File: src/rtl/clk_rst_seq_gen_pkg.sv
`default_nettype none
// +----------------------------------------------------------------------------+
// | Module   : clk_rst_seq_gen_pkg                                             |
// | Purpose  : Shared types and constants for the clock/reset sequence         |
// |            generator: sequencer state enum, reset synchroniser depth and   |
// |            a width helper for counters sized from parameters.              |
// | Ports    : none (package)                                                  |
// | Revision : 1.0 - initial release                                           |
// +----------------------------------------------------------------------------+
package clk_rst_seq_gen_pkg;

  // Number of flops in the rst_n deassertion synchroniser.
  localparam int SYNC_DEPTH = 2;

  typedef enum logic [1:0] {
    S_RESET   = 2'd0,
    S_HOLD    = 2'd1,
    S_RELEASE = 2'd2,
    S_RUN     = 2'd3
  } seq_state_e;

  // Bits needed to hold values 0..v-1, never less than one bit.
  function automatic int clog2_min1(input int v);
    return (v <= 1) ? 1 : $clog2(v);
  endfunction

endpackage
`default_nettype wire

File: src/rtl/clk_rst_seq_gen_div_ch.sv
`default_nettype none
// +----------------------------------------------------------------------------+
// | Module   : clk_div_ch                                                      |
// | Purpose  : One divided-clock channel. Counts 0..D-1 while running; at D-1  |
// |            it wraps, toggles clk_div and pulses tick for one cycle, giving |
// |            a 50% duty clock of period 2*D. D=0 or run=0 idles the channel  |
// |            with everything cleared.                                        |
// | Ports    : clk      - rising-edge clock                                    |
// |            rst_n    - asynchronous active-low reset                        |
// |            run      - channel released, enabled and not in soft reset      |
// |            div      - divide ratio D                                       |
// |            clk_div  - divided clock                                        |
// |            tick     - one-cycle pulse coincident with each clk_div toggle  |
// | Macro    : CLK_RST_SEQ_GEN_DIV_LATCH_EN - sample div only at period starts |
// |            (enable rise and after every wrap) instead of comparing live.   |
// | Revision : 1.0 - initial release                                           |
// +----------------------------------------------------------------------------+
module clk_div_ch #(
  parameter int G_DIV_W = 8
) (
  input  logic               clk,
  input  logic               rst_n,
  input  logic               run,
  input  logic [G_DIV_W-1:0] div,
  output logic               clk_div,
  output logic               tick
);

  localparam logic [G_DIV_W-1:0] DIV_ONE = G_DIV_W'(1);

  logic [G_DIV_W-1:0] cnt_q;
  logic [G_DIV_W-1:0] d_eff;
  logic               active;
  logic               wrap;

`ifdef CLK_RST_SEQ_GEN_DIV_LATCH_EN
  // start_q marks the first cycle of a period (after idle or right after a
  // wrap); only then is div sampled, so mid-period changes wait for the
  // next boundary.
  logic [G_DIV_W-1:0] d_q;
  logic               start_q;

  assign d_eff = start_q ? div : d_q;

  always_ff @(posedge clk or negedge rst_n) begin
    if (!rst_n) begin
      d_q     <= '0;
      start_q <= 1'b1;
    end else if (!active) begin
      start_q <= 1'b1;
    end else begin
      d_q     <= d_eff;
      start_q <= wrap;
    end
  end
`else
  // Live compare: a ratio lowered below the current count wraps next cycle.
  assign d_eff = div;
`endif

  assign active = run && (d_eff != '0);
  assign wrap   = active && (cnt_q >= (d_eff - DIV_ONE));

  always_ff @(posedge clk or negedge rst_n) begin
    if (!rst_n) begin
      cnt_q   <= '0;
      clk_div <= 1'b0;
      tick    <= 1'b0;
    end else if (!active) begin
      cnt_q   <= '0;
      clk_div <= 1'b0;
      tick    <= 1'b0;
    end else if (wrap) begin
      cnt_q   <= '0;
      clk_div <= ~clk_div;
      tick    <= 1'b1;
    end else begin
      cnt_q   <= cnt_q + DIV_ONE;
      tick    <= 1'b0;
    end
  end

endmodule
`default_nettype wire

File: src/rtl/clk_rst_seq_gen.sv
`default_nettype none
// +----------------------------------------------------------------------------+
// | Module   : clk_rst_seq_gen                                                 |
// | Purpose  : Reset sequencer plus per-channel clock dividers. After rst_n    |
// |            deasserts (2-flop synchronised) the channel resets are held for |
// |            G_RST_CYCLES cycles, then released one by one G_RST_STAGGER     |
// |            cycles apart. sw_rst_i restarts the sequence from the hold.     |
// | Ports    : clk_tb     - clock, rising edge                                 |
// |            rst_n      - asynchronous active-low reset                      |
// |            sw_rst_i   - synchronous soft reset                             |
// |            en_i       - per-channel divider enable                         |
// |            div_i      - packed divide ratios, channel i at [i*W +: W]      |
// |            rst_n_o    - per-channel active-low reset                       |
// |            clk_div_o  - per-channel divided clock                          |
// |            tick_o     - per-channel toggle pulse                           |
// |            seq_done_o - all channels released                              |
// | Macro    : CLK_RST_SEQ_GEN_DIV_LATCH_EN - latch divide ratios per period   |
// | Revision : 1.0 - initial release                                           |
// +----------------------------------------------------------------------------+
module clk_rst_seq_gen
  import clk_rst_seq_gen_pkg::*;
#(
  parameter int G_NB_CH       = 4,
  parameter int G_DIV_W       = 8,
  parameter int G_RST_CYCLES  = 16,
  parameter int G_RST_STAGGER = 4
) (
  input  logic                       clk_tb,
  input  logic                       rst_n,
  input  logic                       sw_rst_i,
  input  logic [G_NB_CH-1:0]         en_i,
  input  logic [G_NB_CH*G_DIV_W-1:0] div_i,
  output logic [G_NB_CH-1:0]         rst_n_o,
  output logic [G_NB_CH-1:0]         clk_div_o,
  output logic [G_NB_CH-1:0]         tick_o,
  output logic                       seq_done_o
);

  localparam int HOLD_CW = clog2_min1(G_RST_CYCLES);
  localparam int STG_CW  = clog2_min1(G_RST_STAGGER);
  localparam int IDX_CW  = clog2_min1(G_NB_CH);

  localparam logic [HOLD_CW-1:0] HOLD_LAST = HOLD_CW'(G_RST_CYCLES - 1);
  localparam logic [HOLD_CW-1:0] HOLD_ONE  = HOLD_CW'(1);
  localparam logic [STG_CW-1:0]  STG_LAST  = STG_CW'((G_RST_STAGGER > 0) ? G_RST_STAGGER - 1 : 0);
  localparam logic [STG_CW-1:0]  STG_ONE   = STG_CW'(1);
  localparam logic [IDX_CW-1:0]  IDX_LAST  = IDX_CW'(G_NB_CH - 1);
  localparam logic [IDX_CW-1:0]  IDX_ONE   = IDX_CW'(1);
  localparam logic [G_NB_CH-1:0] REL_CH0   = G_NB_CH'(1);
  localparam bit                 REL_ALL   = (G_RST_STAGGER == 0) || (G_NB_CH == 1);

  // ---------------------------------------------------------------- sync
  logic [SYNC_DEPTH-1:0] sync_q;
  logic                  rst_sync;

  always_ff @(posedge clk_tb or negedge rst_n) begin
    if (!rst_n) sync_q <= '0;
    else        sync_q <= {sync_q[SYNC_DEPTH-2:0], 1'b1};
  end

  assign rst_sync = sync_q[SYNC_DEPTH-1];

  // ----------------------------------------------------------- sequencer
  seq_state_e           state_q, state_d;
  logic [HOLD_CW-1:0]   hold_q,  hold_d;
  logic [STG_CW-1:0]    stg_q,   stg_d;
  logic [IDX_CW-1:0]    idx_q,   idx_d;
  logic [G_NB_CH-1:0]   rel_q,   rel_d;
  logic                 go_release;

  always_ff @(posedge clk_tb or negedge rst_n) begin
    if (!rst_n) begin
      state_q <= S_RESET;
      hold_q  <= '0;
      stg_q   <= '0;
      idx_q   <= '0;
      rel_q   <= '0;
    end else begin
      state_q <= state_d;
      hold_q  <= hold_d;
      stg_q   <= stg_d;
      idx_q   <= idx_d;
      rel_q   <= rel_d;
    end
  end

  always_comb begin
    state_d    = state_q;
    hold_d     = hold_q;
    stg_d      = stg_q;
    idx_d      = idx_q;
    rel_d      = rel_q;
    go_release = 1'b0;

    if (rst_sync) begin
      if (sw_rst_i) begin
        state_d = S_HOLD;
        hold_d  = '0;
        stg_d   = '0;
        idx_d   = '0;
        rel_d   = '0;
      end else begin
        case (state_q)
          // The first cycle with the synchronised reset released is already
          // hold cycle 0, so the hold ends G_RST_CYCLES cycles after the
          // synchroniser output rises.
          S_RESET: begin
            if (G_RST_CYCLES == 1) begin
              go_release = 1'b1;
            end else begin
              state_d = S_HOLD;
              hold_d  = HOLD_ONE;
            end
          end
          S_HOLD: begin
            if (hold_q == HOLD_LAST) go_release = 1'b1;
            else                     hold_d     = hold_q + HOLD_ONE;
          end
          S_RELEASE: begin
            if (stg_q == STG_LAST) begin
              rel_d[idx_q] = 1'b1;
              stg_d        = '0;
              if (idx_q == IDX_LAST) state_d = S_RUN;
              else                   idx_d   = idx_q + IDX_ONE;
            end else begin
              stg_d = stg_q + STG_ONE;
            end
          end
          S_RUN: begin
          end
          default: state_d = S_RESET;
        endcase
      end
    end

    if (go_release) begin
      if (REL_ALL) begin
        rel_d   = '1;
        state_d = S_RUN;
      end else begin
        rel_d   = REL_CH0;
        idx_d   = IDX_ONE;
        stg_d   = '0;
        state_d = S_RELEASE;
      end
    end
  end

  assign rst_n_o    = rel_q;
  assign seq_done_o = (state_q == S_RUN);

  // ------------------------------------------------------------ channels
  // sw_rst_i gates run directly so the dividers clear on the same edge that
  // drops the channel resets.
  for (genvar i = 0; i < G_NB_CH; i++) begin : g_ch
    clk_div_ch #(
      .G_DIV_W (G_DIV_W)
    ) u_ch (
      .clk     (clk_tb),
      .rst_n   (rst_n),
      .run     (rel_q[i] & en_i[i] & ~sw_rst_i),
      .div     (div_i[i*G_DIV_W +: G_DIV_W]),
      .clk_div (clk_div_o[i]),
      .tick    (tick_o[i])
    );
  end

endmodule
`default_nettype wire

File: config.mk
export PLATFORM = sky130hd
export DESIGN_NAME = clk_rst_seq_gen
export DESIGN_NICKNAME = d
export VERILOG_FILES = /design/src/rtl/clk_rst_seq_gen_pkg.sv /design/src/rtl/clk_rst_seq_gen_div_ch.sv /design/src/rtl/clk_rst_seq_gen.sv
export SDC_FILE = /design/constraint.sdc
export NUM_CORES = 1
export LEC_CHECK = 0
export CAP_MARGIN = 0
export CORE_ASPECT_RATIO = 0.7
export CORE_MARGIN = 2
export CORE_UTILIZATION = 40
export CTS_CLUSTER_DIAMETER = 50
export CTS_CLUSTER_SIZE = 24
export DETAILED_ROUTE_END_ITERATION = 6
export PLACE_DENSITY = 0.58
export SYNTH_ARGS = -nofsm -noshare
export SYNTH_HDL_FRONTEND = slang
export SYNTH_SLANG_ARGS = --single-unit
File: constraint.sdc
create_clock -name clk_tb -period 2.2 [get_ports clk_tb]
set_input_delay 0.22 -clock clk_tb [delete_from_list [all_inputs] [get_ports clk_tb]]
set_output_delay 0.22 -clock clk_tb [all_outputs]
set_load 0.02 [all_outputs]
==> results_dict.tcl <==
set metrics [dict create \
    timing.rr.start "g_ch[1].u_ch.cnt_q[5]" \
    cpLargestDelayFamily "compound AO/OA/AOI/OAI gates" \
    worst_path_max_delay_cell "a211o_4" \
    min_from "sync_q[0]" \
    dp.cells 638 \
    routedWlPerCell_um 12.91 \
    diodes 0 \
    portBuffers 51 \
    crit_start "div_i[10]" \
    cts_tree "built" \
    gr-total-overflow 0 \
    maxCapViolations 0 \
    period_share_pct 96.11 \
    cp_cell_sequence "buf_8, nor4_4, nand2_1, xor2_1, ha_1, and3_4, a221o_1, a31o_1, a211o_4, nor2_2" \
    antenna_found_initial 0 \
    drive_gt1_share_pct 22.20 \
    synth-edff-count 0 \
    cp_data_arrival_time_ns 2.35 \
    die_x_um 122.1 \
    yosysWarnings 0 \
    core_sq_mm 0.009572 \
    min_period_ns 2.114 \
    yosysMostFrequentCell "dfrtp_1" \
    cellPowerDensity_mw_per_mm2 500.9 \
    setup_tns_ns 0 \
    area_growth_pct 35.43 \
    outcome "complete, no violations" \
    first_pass_iters 5 \
    min_path_type "reg2reg" \
    hpwl_um 6522 \
    slew_violations 0 \
    maxSlewHeadroom_pct 64.86 \
    yosysTopAreaCell "dfrtp_1" \
    final_cells 655 \
    syn_area_per_cell_sq_um 9.314 \
    gp_congestion 0.7980 \
    synth_fp_nets 508 \
    path_class "in2reg" \
    yosys_most_used_dff "dfrtp_1" \
    cts_num_sinks 56 \
    grt_pass1_vias 3120 \
    setup_slack_ns 0.08553 \
    fp-row-count 30 \
    endpoint_kind "flip-flop" \
    start_util_pct 40.77 \
    skew_ns 0.006806 \
    peakVddDrop_uv 293.8 \
    worstPathMaxFanout 8 \
    clk_latency_ns 0.30 \
    drc 0 \
    synth.area.top_cells "dfrtp_1 (36%), ha_1 (16%), xor2_1 (6.5%)" \
    grt_max_degree 25 \
    clkTransAtPathRegs_ns 0.07 \
    nets 615 \
    yosysTopAreaCellShare_pct 35.91 \
    setup_viol 0 \
    hold_viol 0 \
    viasPerCell 4.962 \
    fmax_mhz 472.9 \
    wl_um 8457 \
    max_stage_delay_ns 0.40 \
    die_area_sq_mm 0.01057 \
    synth_cell_types 45 \
    ys_seq_elements 56 \
    ant_nets 0 \
    ys_seq_area_share_pct 35.91 \
    post-place-ws_ns -0.6121 \
    grt_setup_unrepaired "yes" \
    p_leak_uw 0.002498 \
    die_h_um 86.64 \
    grt_pass1_wl_um 14410 \
    io_pins 52 \
    root_buffer "clkbuf_16" \
    ys_top_cells_by_count "dfrtp_1 (56), nor2_1 (52), ha_1 (50)" \
    grt.total_usage_pct 16.86 \
    hold_slack_ns 0.3547 \
    postLayoutCoreUtil_pct 55.22 \
    worst_pin_slew_ns 0.5271 \
    drtIter0Drc 139 \
    crit_buf_inv 1 \
    vias 3250 \
    cts_buffer_depth 2 \
    syn-cell-area_sq_mm 0.003902 \
    htree_levels 2 \
    crit_required_ns 2.44 \
    startpoint_type "primary input" \
    synthCells 419 \
    async_flop_share_pct 100.0 \
    tritoncts.num_buffers 5 \
]
power by group:
part / total [uW] / leakage [uW] / internal [uW] / switching (uW)
logic: 573 / 0.00166 / 289 / 284
registers: 1160 / 0.000760 / 1090 / 70.5
clock network: 916 / 0.0000798 / 536 / 380
total: 2650 / 0.00250 / 1910 / 734
kinds of logic (layout without fill, tap and decap cells):
logic type | Yosys count | in the layout | synth area share (%)
compound gates | 67 | 67 | 11.61
xor+xnor | 49 | 49 | 11.00
other cells | 1 | 1 | 0.09609
fa+ha+maj | 50 | 50 | 16.03
mux | 2 | 2 | 0.5450
simple gates | 158 | 158 | 20.58
buf+inv | 36 | 144 | 4.232
flops | 56 | 56 | 35.91
sequential cells by signal, indices dropped and copies added, names as in the netlist:
signal,cells
g_ch.u_ch.clk_div,4
stg_q,2
rst_n_o,4
hold_q,4
g_ch.u_ch.tick,4
sync_q,2
state_q,2
idx_q,2
g_ch.u_ch.cnt_q,32
routing by layer:
layer	up-vias	GRT usage (%)	share of wire [%]
met5	-	0	0
met4	0	4.702	0.89
met3	7	3.158	2.9
met2	41	25.09	44
met1	1525	25.00	52
li1	1677	-	-
path summary, 6_finish.rpt:
| path | slack [ns] | cells after the start | endpoint |
|---|---|---|---|
| setup / recovery | 0.09 | 10 | g_ch[1].u_ch.cnt_q[7] |
| min in group asynchronous | 0.43 | 2 | g_ch[1].u_ch.clk_div |
| setup reg to reg | 0.13 | 6 | g_ch[1].u_ch.cnt_q[7] |
| hold / removal | 0.35 | 0 | sync_q[1] |
| max in group asynchronous | 1.15 | 3 | hold_q[2] |
| hold reg to reg | 0.35 | 0 | sync_q[1] |
stage by stage:
| stage | power [uW] | area [sq um] |
|---|---|---|
| floorplan | 1440 | 3965 |
| global placement | 1720 | 4946 |
| detailed placement | 1736 | 4946 |
| CTS | 2657 | 5170 |
| global route | 2795 | 5285 |
| finish | 2648 | 5285 |
cell type report:
cell class	instances	area (sq um)
clock buffer	5	125.1
clock inverter	3	42.54
fill	871	4287
inverter	24	90.09
multi-input combinational	327	2517
sequential	56	1401
tap	128	160.2
timing repair buffer	112	948.4
timing repair:
action                                 4_1_cts  5_1_grt
setup buffers                                4        4
hold buffers                                 1        0
resized for setup                           39       49
pin swaps                                   24       23
endpoints found under the hold margin       22        0
setup endpoints to repair                   38       40
cell usage in the layout, fill, tap and decap left out, types with 4 or more instances in the layout:
master and n:
buf_4 59, dfrtp_1 56, ha_1 49, nor2_1 40, xor2_1 29, clkdlybuf4s50_1 26, nand2_1 24, inv_1 24
xnor2_1 20, nand3_1 20, a21oi_1 18, and3_1 12, nor2_2 11, o21ai_0 9, nor3_1 9, a21o_1 7
clkbuf_2 7, dlymetal6s2s_1 7, nor2b_1 6, o21a_1 5, nor3b_1 5, o22ai_1 5, clkbuf_16 5, dlygate4sd2_1 5
a31oi_1 4, nand2b_1 4, and3_4 4
Power figures use the tool's default switching activity.
